<file path="src/rtl/sync_fifo_ctrl.sv">
// ---------------------------------------------------------------------------
// sync_fifo_ctrl
// Single-clock FIFO with an inferred dual-pointer RAM, registered status
// flags and level count. Two read flavours, selected by FWFT:
//   FWFT = 0 : standard mode, rd_data is loaded on an accepted read and
//              rd_valid pulses for one cycle.
//   FWFT = 1 : first-word-fall-through, an output stage register holds the
//              head word; rd_en pops it and rd_valid mirrors ~empty.
// Ports:
//   clock, reset          rising-edge clock, asynchronous active-high reset
//   flush                 synchronous clear of pointers, flags and count
//   wr_en, wr_data        write request and word
//   rd_en                 read request (FWFT: pop head)
//   rd_data, rd_valid     read word and its qualifier
//   full, afull           no free entry / count >= AFULL_LEVEL
//   empty, aempty         no readable word / count <= AEMPTY_LEVEL
//   count                 words held (FWFT: includes output stage)
//   overflow, underflow   sticky: write while full / read while empty
// ---------------------------------------------------------------------------
module sync_fifo_ctrl #(
  parameter int DATA_WIDTH   = 32,
  parameter int ADDR_WIDTH   = 4,
  parameter int AFULL_LEVEL  = 2**ADDR_WIDTH - 2,
  parameter int AEMPTY_LEVEL = 2,
  parameter int FWFT         = 0
) (
  input  logic                  clock,
  input  logic                  reset,
  input  logic                  flush,
  input  logic                  wr_en,
  input  logic [DATA_WIDTH-1:0] wr_data,
  input  logic                  rd_en,
  output logic [DATA_WIDTH-1:0] rd_data,
  output logic                  rd_valid,
  output logic                  full,
  output logic                  afull,
  output logic                  empty,
  output logic                  aempty,
  output logic [ADDR_WIDTH:0]   count,
  output logic                  overflow,
  output logic                  underflow
);

  localparam int                DEPTH    = 2**ADDR_WIDTH;
  localparam logic [ADDR_WIDTH:0] DEPTH_C  = {1'b1, {ADDR_WIDTH{1'b0}}};
  localparam logic [ADDR_WIDTH:0] ZERO_C   = {(ADDR_WIDTH+1){1'b0}};
  localparam logic [ADDR_WIDTH:0] ONE_C    = {{ADDR_WIDTH{1'b0}}, 1'b1};
  localparam logic [ADDR_WIDTH:0] AFULL_C  = AFULL_LEVEL[ADDR_WIDTH:0];
  localparam logic [ADDR_WIDTH:0] AEMPTY_C = AEMPTY_LEVEL[ADDR_WIDTH:0];

  logic [DATA_WIDTH-1:0] mem_q [DEPTH];

  logic [ADDR_WIDTH:0]   wptr_q, wptr_d;
  logic [ADDR_WIDTH:0]   rptr_q, rptr_d;
  logic [ADDR_WIDTH:0]   count_q, count_d;
  logic [DATA_WIDTH-1:0] rd_data_q, rd_data_d;
  logic                  rd_valid_q, rd_valid_d;
  logic                  full_q, full_d;
  logic                  afull_q, afull_d;
  logic                  empty_q, empty_d;
  logic                  aempty_q, aempty_d;
  logic                  ovf_q, ovf_d;
  logic                  udf_q, udf_d;
  logic                  ostg_q, ostg_d;   // FWFT output stage holds a word

  logic                  wr_acc;
  logic                  rd_acc;
  logic                  ram_ne;
  logic                  load;

  // Handshake decode: accepts use the registered flags; flush blocks both.
  always_comb begin
    wr_acc = wr_en & ~full_q & ~flush;
    rd_acc = rd_en & ~empty_q & ~flush;
    // RAM holds a word when the full-width pointers differ.
    ram_ne = (rptr_q != wptr_q);
    if (FWFT != 0) begin
      // Refill the output stage when it is free or being popped. Only
      // words already in RAM before this edge qualify, which gives the
      // 2-cycle write-to-visible latency on an empty FIFO.
      load = (~ostg_q | rd_acc) & ram_ne & ~flush;
    end else begin
      load = rd_acc;
    end
  end

  // Next-state computation for pointers, count, data and flags.
  always_comb begin
    wptr_d    = wptr_q;
    rptr_d    = rptr_q;
    count_d   = count_q;
    rd_data_d = rd_data_q;
    ostg_d    = ostg_q;
    ovf_d     = ovf_q;
    udf_d     = udf_q;
    if (flush) begin
      wptr_d  = ZERO_C;
      rptr_d  = ZERO_C;
      count_d = ZERO_C;
      ostg_d  = 1'b0;
      ovf_d   = 1'b0;
      udf_d   = 1'b0;
    end else begin
      if (wr_acc) begin
        wptr_d = wptr_q + ONE_C;
      end else begin
        wptr_d = wptr_q;
      end
      if (load) begin
        rptr_d    = rptr_q + ONE_C;
        rd_data_d = mem_q[rptr_q[ADDR_WIDTH-1:0]];
      end else begin
        rptr_d    = rptr_q;
        rd_data_d = rd_data_q;
      end
      case ({wr_acc, rd_acc})
        2'b10:   count_d = count_q + ONE_C;
        2'b01:   count_d = count_q - ONE_C;
        default: count_d = count_q;
      endcase
      if (FWFT != 0) begin
        ostg_d = load | (ostg_q & ~rd_acc);
      end else begin
        ostg_d = 1'b0;
      end
      ovf_d = ovf_q | (wr_en & full_q);
      udf_d = udf_q | (rd_en & empty_q);
    end
    // Flags follow the next count so they move on the same edge as count.
    full_d   = (count_d == DEPTH_C);
    afull_d  = (count_d >= AFULL_C);
    aempty_d = (count_d <= AEMPTY_C);
    if (FWFT != 0) begin
      // Readable only once the output stage is loaded.
      empty_d    = ~ostg_d;
      rd_valid_d = ostg_d;
    end else begin
      empty_d    = (count_d == ZERO_C);
      rd_valid_d = rd_acc;
    end
  end

  // State registers with asynchronous reset.
  always_ff @(posedge clock or posedge reset) begin
    if (reset) begin
      wptr_q     <= ZERO_C;
      rptr_q     <= ZERO_C;
      count_q    <= ZERO_C;
      rd_data_q  <= {DATA_WIDTH{1'b0}};
      rd_valid_q <= 1'b0;
      full_q     <= 1'b0;
      afull_q    <= 1'b0;
      empty_q    <= 1'b1;
      aempty_q   <= 1'b1;
      ovf_q      <= 1'b0;
      udf_q      <= 1'b0;
      ostg_q     <= 1'b0;
    end else begin
      wptr_q     <= wptr_d;
      rptr_q     <= rptr_d;
      count_q    <= count_d;
      rd_data_q  <= rd_data_d;
      rd_valid_q <= rd_valid_d;
      full_q     <= full_d;
      afull_q    <= afull_d;
      empty_q    <= empty_d;
      aempty_q   <= aempty_d;
      ovf_q      <= ovf_d;
      udf_q      <= udf_d;
      ostg_q     <= ostg_d;
    end
  end

  // Storage array; contents are intentionally not reset.
  always_ff @(posedge clock) begin
    if (wr_acc) begin
      mem_q[wptr_q[ADDR_WIDTH-1:0]] <= wr_data;
    end
  end

  assign rd_data   = rd_data_q;
  assign rd_valid  = rd_valid_q;
  assign full      = full_q;
  assign afull     = afull_q;
  assign empty     = empty_q;
  assign aempty    = aempty_q;
  assign count     = count_q;
  assign overflow  = ovf_q;
  assign underflow = udf_q;

endmodule
</file>
<file path="config.mk">
export PLATFORM = sky130hd
export DESIGN_NAME = sync_fifo_ctrl
export DESIGN_NICKNAME = d
export VERILOG_FILES = /design/src/rtl/sync_fifo_ctrl.sv
export SDC_FILE = /design/constraint.sdc
export NUM_CORES = 1
export LEC_CHECK = 0
export ABC_CLOCK_PERIOD_IN_PS = 5300
export CAP_MARGIN = 10
export CORE_UTILIZATION = 47
export DETAILED_ROUTE_END_ITERATION = 10
export PLACE_DENSITY = 0.61
export SYNTH_ARGS = -nofsm -noshare
export SYNTH_HDL_FRONTEND = slang
export SYNTH_SLANG_ARGS = --single-unit
</file>
<file path="constraint.sdc">
create_clock -name clock -period 5.3 [get_ports clock]
set_clock_uncertainty 0.1 [all_clocks]
set_input_delay 1.06 -clock clock [delete_from_list [all_inputs] [get_ports clock]]
set_output_delay 1.06 -clock clock [all_outputs]
set_load 0.005 [all_outputs]
</file>
==> implementation parameters, run 1 <==
Parameter                              Value

Status
  Run status    complete, no violations

Worst setup path
  Reg2Reg Capture Point    full
  Type of the setup path with the least slack    in2reg
  Kind of cell adding the most delay to the critical path    simple AND/OR/NAND/NOR gates
  Worst reg2reg path startpoint    empty
  Arrival time worst endpoint    4.14 ns
  Critical-path top delay cell    sky130_fd_sc_hd__or3b_2
  R2r worst-path depth    10
  Buffers and inverters on the worst path    2
  Crit path largest cell delay    0.68 ns
  Startpoint type of the worst setup path    primary input
  Worst-case register-to-register setup slack    around 2.1 ns
  CP endpoint kind    flop
  Top fanout value on the critical path    17
  Critical Path, Cell by Cell    clkdlybuf4s50_1 -> or3b_2 -> clkinv_2 -> nand2_1 -> xnor2_1 -> ha_1 -> a21o_1 -> and3_1 -> or3_1 -> mux2_2 -> a2111oi_1
  Worst EP required    5.66 ns

Synth
  Mean post-synth cell area    21.86 µm²
  Netlist area before placement    21540 µm²
  Fraction of post-synthesis cell area in the top cell type by area    between 70% and 80%
  Post-synth top area cell    sky130_fd_sc_hd__edfxtp_1
  Ranking of synthesized cells by area    sky130_fd_sc_hd__edfxtp_1 71%, sky130_fd_sc_hd__mux4_2 17%, sky130_fd_sc_hd__dfrtp_1 5.8%, sky130_fd_sc_hd__nand2_1 1.9%, sky130_fd_sc_hd__clkbuf_1 0.61%
  Main flop type after synthesis    sky130_fd_sc_hd__edfxtp_1
  Number of standard cells after synthesis    985
  Number of distinct library cell variants in the gate-level netlist after synthesis    42
  Post-synth net total    slightly above 1000
  Number of flops mapped to enable cells by yosys    slightly above 500
  Number of synthesis warnings    0
  Synth async-reset ratio    9.220%
  Flip-flop and latch count after synthesis    564
  Sequential area share after synthesis    between 70 and 80%

GRT
  Total congestion overflow after global routing    0
  First-pass GRT wire length    between 60000 and 70000 µm
  Maximum number of pins on one net before global-route repair    between 100 and 150
  Initial antenna violation count    0
  Via count of the first global-routing pass    10324
  Combined global-route utilization of all metal layers    19.46%

Clock network
  Cts bufs inserted    57
  # resized after CTS    0
  Max Buffers Root-to-Sink    3
  Number of buffers inserted to repair setup after CTS    0
  # clock sinks    roughly 560
  H-tree levels    2
  TritonCTS clock tree    yes
  Number of hold-repair buffers added at the cts stage    0
  Clock-pin slew reported for the worst setup and hold paths after clock tree synthesis    0.06 ns
  Cell at the root of the clock tree    sky130_fd_sc_hd__clkbuf_16
  Worst skew pair latency    0.61 ns

Timing
  Total negative slack    0 ns
  Smallest setup slack after layout    1.528 ns
  Fin crit period    3.772 ns
  Final setup vio count    0
  Unrepaired setup endpoints after global routing    no
  Tcrit/Tclk final    71.17%
  Relative max-transition margin    30.49%
  Final-report max-slew violation count    0
  Number of hold violations in the final report    0
  Top achievable clock speed    265.1 MHz
  Transition time at the pin with the least slew margin    between 1 and 1.5 ns
  Worst hold margin    0.3718 ns

Finish
  Fill cells    3386
  Total area of sequential cells    16690 µm²
  Post-Route Utilization    55.73%
  Synth-to-Final Area Change    17.17%
  Combined area of the multi-input logic cells    4717 µm²
  Number of standard cells in the layout, taps in and fillers out    about 1700
  Layout cell share with drive strength beyond 1    26.48%
  Final #Nets    around 1100
  Design Area, Final    around 25000 µm²
  Count of antenna diodes in the layout    0

Drt
  Drc violations    0
  Length of the first detailed-routing pass in iterations    5
  Detailed-route wire length per cell    24.92 µm
  Routed Wire Length    43560 µm
  Via count    9870
  Detailed Route Iter0 Violations    1009
  Antenna Nets Post-Route    0
  Via-per-instance ratio    5.646

Die
  Vertical die dimension    216.1 µm
  Die Span X    roughly 220 µm
  Number of I/O pins    81
  Core region area    45280 µm²
  Num rows    78
  Total Die Area    46680 µm²
  Initial core utilization    47.56%

Hold path
  Depth of the worst hold-timing path    2
  Hold Crit Class    reg2reg
  Hold Crit Start    rd_data[16]
  End point of the worst hold path    rd_data[16]

Placement
  Placement Setup Slack    0.9592 ns
  Area of placed instances    23230 µm²
  GPL Wtd Cong    0.7543
  Half-perimeter wire length after detailed placement    24530 µm
  Cells after DPL    1641
  Count of buffers inserted at the top-level ports    80

Pwr
  Final Power    roughly 10 mW
  Static leakage    8.079 nW
  Power per standard cell area    401.2 nW/µm²
  Worst vdd ir    268.5 µV

Run
  Max-capacitance violation count    0
[flip-flops by register name (all words and copies together) (netlist names)]
name and count:
mem_q 512, rd_data 32, count 5, rptr_q 4
wptr_q 4, aempty 1, afull 1, empty 1
full 1, overflow 1, rd_valid 1, underflow 1
[placed cells by master, fill, tap and decap left out, types with 3 or more instances in the layout]
cell,Yosys,layout
sky130_fd_sc_hd__xor2_1,5,5
sky130_fd_sc_hd__a21oi_1,7,7
sky130_fd_sc_hd__nor3_2,0,4
sky130_fd_sc_hd__buf_4,1,26
sky130_fd_sc_hd__clkinvlp_4,0,4
sky130_fd_sc_hd__clkdlybuf4s50_1,0,80
sky130_fd_sc_hd__nand2b_1,3,3
sky130_fd_sc_hd__nand4_1,4,4
sky130_fd_sc_hd__inv_1,9,8
sky130_fd_sc_hd__dfrtp_1,50,46
sky130_fd_sc_hd__clkbuf_16,0,57
sky130_fd_sc_hd__nand2_1,108,108
sky130_fd_sc_hd__edfxtp_1,512,512
sky130_fd_sc_hd__bufinv_16,0,10
sky130_fd_sc_hd__nor2_4,0,12
sky130_fd_sc_hd__ha_1,7,7
sky130_fd_sc_hd__xnor2_1,5,5
sky130_fd_sc_hd__clkinv_1,0,7
sky130_fd_sc_hd__nor2b_1,3,3
sky130_fd_sc_hd__clkinv_4,0,3
sky130_fd_sc_hd__nor2_1,29,17
sky130_fd_sc_hd__clkbuf_8,0,6
sky130_fd_sc_hd__clkinv_2,1,6
sky130_fd_sc_hd__clkbuf_1,35,12
sky130_fd_sc_hd__mux4_2,160,160
[layer usage]
metal,share of wire [%],GRT usage [%],up-vias
met5,0,0,-
met2,48,30.45,226
met1,45,28.38,5323
met4,1.8,5.258,0
met3,4.9,3.649,59
li1,-,-,4262
[area by class of cell]
| class | instances | area share (%) |
|---|---|---|
| Timing Repair Buffer | 108 | 4.105 |
| Clock inverter | 32 | 1.780 |
| Clock buffer | 75 | 6.158 |
| Multi-Input combinational cell | 359 | 18.69 |
| Inverter | 10 | 0.1537 |
| Sequential cell | 564 | 66.13 |
| Tap cell | 600 | 2.975 |
[worst max path at each step]
stage,start,endpoint,slack (ns),depth (start not counted)
final,rd_en,full,1.53,11
after global routing,rd_en,aempty,1.42,11
after CTS,rd_en,aempty,1.57,11
after detailed placement,rd_en,full,0.96,11
after global placement,rd_en,aempty,0.96,11
after floorplan,wr_en,mem_q[1][0],0.99,4
[worst reg2reg max path, cell delays in order, from the launching register on]
cell and delay [ns]:
sky130_fd_sc_hd__dfstp_2 0.38, sky130_fd_sc_hd__or3b_2 0.67, sky130_fd_sc_hd__clkinv_2 0.12, sky130_fd_sc_hd__nand2_1 0.06, sky130_fd_sc_hd__xnor2_1 0.13, sky130_fd_sc_hd__ha_1 0.21
sky130_fd_sc_hd__a21o_1 0.19, sky130_fd_sc_hd__and3_1 0.17, sky130_fd_sc_hd__or3_1 0.35, sky130_fd_sc_hd__mux2_2 0.33, sky130_fd_sc_hd__a2111oi_1 0.34
[kinds of logic (layout without fill, tap and decap cells)]
| logic type | count (synthesis) | in the layout | synth area share (%) |
|---|---|---|---|
| buffers and inverters | 62 | 225 | 1.168 |
| adders and majority gates | 7 | 7 | 0.4067 |
| DFF | 564 | 564 | 77.44 |
| and+or+nand+nor | 162 | 162 | 3.137 |
| AOI/OAI and AO/OA | 17 | 17 | 0.5636 |
| muxes | 163 | 163 | 16.88 |
| xor gates and xnor gates | 10 | 10 | 0.4067 |
[synthesized netlist by cell type (5+ instances only)]
cell,instances
sky130_fd_sc_hd__a21oi_1,7
sky130_fd_sc_hd__buf_1,10
sky130_fd_sc_hd__buf_2,5
sky130_fd_sc_hd__clkbuf_1,35
sky130_fd_sc_hd__dfrtp_1,50
sky130_fd_sc_hd__edfxtp_1,512
sky130_fd_sc_hd__ha_1,7
sky130_fd_sc_hd__inv_1,9
sky130_fd_sc_hd__mux4_2,160
sky130_fd_sc_hd__nand2_1,108
sky130_fd_sc_hd__nor2_1,29
sky130_fd_sc_hd__xnor2_1,5
sky130_fd_sc_hd__xor2_1,5
[where the power goes]
part	internal, mW	switching (mW)	total, mW
registers	5.00	0.0924	5.09
clock network	2.56	1.68	4.24
logic	0.446	0.352	0.798
Note: power is estimated with default switching activity, not from simulation.
==> run 2, diff against run 1 <==
- ABC_CLOCK_PERIOD_IN_PS: 5300 -> 3720
- clock period: 5.3 -> 3.72 ns (I/O delays scaled with it)
==> run 2 against run 1 <==
Against the previous run:
- sequential share of layout area fell by 0.58 points
- register-to-register slack got worse by 1.3 ns
- clock-buffer cell count fell by 5
- critical path depth did not move
- global-route usage rose by 0.91 points
- setup slack got worse by 1.0 ns
- hold slack got worse by 0.00070 ns
- final cell count rose by 0.74%
- power rose by 40%
- clock power rose by 37%
- critical path type unchanged
- critical endpoint is now aempty
- largest cell class unchanged
==> implementation parameters, run 2 (same netlist as run 1, synthesis figures left out) <==
Parameter                              Value

Run
  Max-capacitance violation count    0

Worst setup path
  Arrival time worst endpoint    3.61 ns
  Worst EP required    between 4 and 5 ns
  Top fanout value on the critical path    4
  Startpoint type of the worst setup path    primary input
  CP endpoint kind    flop
  Type of the setup path with the least slack    in2reg

Clock network
  Number of hold-repair buffers added at the cts stage    0
  Number of buffers inserted to repair setup after CTS    0
  # clock sinks    564
  Max Buffers Root-to-Sink    3
  # resized after CTS    0
  H-tree levels    2
  Cts bufs inserted    57
  Worst skew pair latency    0.61 ns
  Clock-pin slew reported for the worst setup and hold paths after clock tree synthesis    approximately 0.06 ns
  Cell at the root of the clock tree    sky130_fd_sc_hd__clkbuf_16
  TritonCTS clock tree    yes

Die
  Num rows    78
  Total Die Area    46680 µm²
  Die Span X    roughly 220 µm
  Initial core utilization    47.56%
  Vertical die dimension    around 220 µm
  Number of I/O pins    81
  Core region area    roughly 45000 µm²

Timing
  Number of hold violations in the final report    0
  Transition time at the pin with the least slew margin    0.7085 ns
  Top achievable clock speed    311.2 MHz
  Final-report max-slew violation count    0
  Relative max-transition margin    roughly 53%
  Smallest setup slack after layout    a little over 0.5 ns
  Fin crit period    3.213 ns
  Tcrit/Tclk final    roughly 86%
  Unrepaired setup endpoints after global routing    no
  Final setup vio count    0

Pwr
  Worst vdd ir    around 370 µV
  Final Power    ~14 mW
  Static leakage    8.143 nW
  Power per standard cell area    557.7 nW/µm²

Drt
  Antenna Nets Post-Route    0
  Detailed Route Iter0 Violations    roughly 850
  Routed Wire Length    45630 µm
  Length of the first detailed-routing pass in iterations    4
  Drc violations    0
  Detailed-route wire length per cell    approximately 26 µm
  Via-per-instance ratio    5.659
  Via count    9965

Finish
  Layout cell share with drive strength beyond 1    27.33%
  Final #Nets    1155
  Design Area, Final    25460 µm²
  Post-Route Utilization    56.22%
  Commonest cells after routing, fill and taps aside    512 x sky130_fd_sc_hd__edfxtp_1, 160 x sky130_fd_sc_hd__mux4_2, 108 x sky130_fd_sc_hd__nand2_1
  Number of standard cells in the layout, taps in and fillers out    1761
  Synth-to-Final Area Change    18.21%
  Most common cell after layout, fill and taps aside    sky130_fd_sc_hd__edfxtp_1
  Number of flip-flops in the largest register    512

GRT
  First-pass GRT wire length    68950 µm
  Combined global-route utilization of all metal layers    approximately a fifth
  Initial antenna violation count    2
  Via count of the first global-routing pass    10395
  Maximum number of pins on one net before global-route repair    around 70
  Total congestion overflow after global routing    0

Placement
  GPL Wtd Cong    between 0.7 and 0.8
  Half-perimeter wire length after detailed placement    22910 µm
  Area of placed instances    23550 µm²
  Cells after DPL    1652
  Count of buffers inserted at the top-level ports    80
  Placement Setup Slack    -0.09566 ns

Hold path
  Hold Crit Class    reg2reg

Status
  Run status    complete, no violations
## run 2: cell types whose count changed in the layout (fill, tap and decap cells not counted), moves of 3 or more
| cell | delta |
|---|---|
| sky130_fd_sc_hd__buf_12 | +18 |
| sky130_fd_sc_hd__buf_4 | -7 |
| sky130_fd_sc_hd__bufinv_16 | -3 |
| sky130_fd_sc_hd__clkbuf_8 | -3 |
| sky130_fd_sc_hd__clkinv_2 | +6 |
## run 2: layout make-up
class | count | area [µm²]
clock inverter | 38 | 405.4
timing repair buffer | 119 | 1344
antenna | 1 | 2.502
sequential | 564 | 16690
tap | 600 | 750.7
multi-input combinational | 359 | 4723
inverter | 10 | 38.79
fill | 3399 | 19830
clock buffer | 70 | 1505
## run 2: routing by layer
layer | wire [µm] | share of wire [%] | GRT usage [%]
met2 | 22410 | 49 | 32.71
met1 | 20070 | 44 | 29.12
met5 | 11 | 0.024 | 0
met4 | 672 | 1.5 | 4.765
met3 | 2460 | 5.4 | 3.930
## run 2: worst paths after layout
kind,end,slack [ns],cells past startpoint,from
setup / recovery,aempty,0.51,11,rd_en
hold / removal,rd_data[17],0.37,2,rd_data[17]
setup reg to reg,aempty,0.78,10,empty
hold reg to reg,rd_data[17],0.37,2,rd_data[17]
max in group asynchronous,rptr_q[0],2.62,3,reset
min in group asynchronous,rd_data[27],0.40,3,reset
## run 2: power breakdown
group          internal (mW)  switching [mW]
Sequential              7.12           0.152
Clock                   3.38            2.41
Combinational          0.651           0.488
Total                   11.1            3.05
## run 2: stage by stage
step	TNS [ns]	hold slack [ns]
4_1_cts	0	0.3626
6_report	0	0.3711
3_5_place_dp	-0.2569	0.3641
5_1_grt	0	0.3893
3_3_place_gp	-0.1094	0.3594
2_1_floorplan	-26.44	0.3698
## run 2: critical path, stage by stage
cell                              delay, ns
sky130_fd_sc_hd__clkdlybuf4s50_1       0.50
sky130_fd_sc_hd__or3b_2                0.49
sky130_fd_sc_hd__clkinv_2              0.07
sky130_fd_sc_hd__nand2_1               0.06
sky130_fd_sc_hd__xnor2_1               0.13
sky130_fd_sc_hd__ha_1                  0.22
sky130_fd_sc_hd__a21o_1                0.18
sky130_fd_sc_hd__and3_1                0.17
sky130_fd_sc_hd__or3_1                 0.34
sky130_fd_sc_hd__mux2_2                0.33
sky130_fd_sc_hd__o41ai_1               0.37
==> run 3, diff against run 2 <==
- SKIP_LAST_GASP: not set -> 1
==> results of run 3 <==
Same layout as run 2: the final DEF is identical, and so are final timing and power.
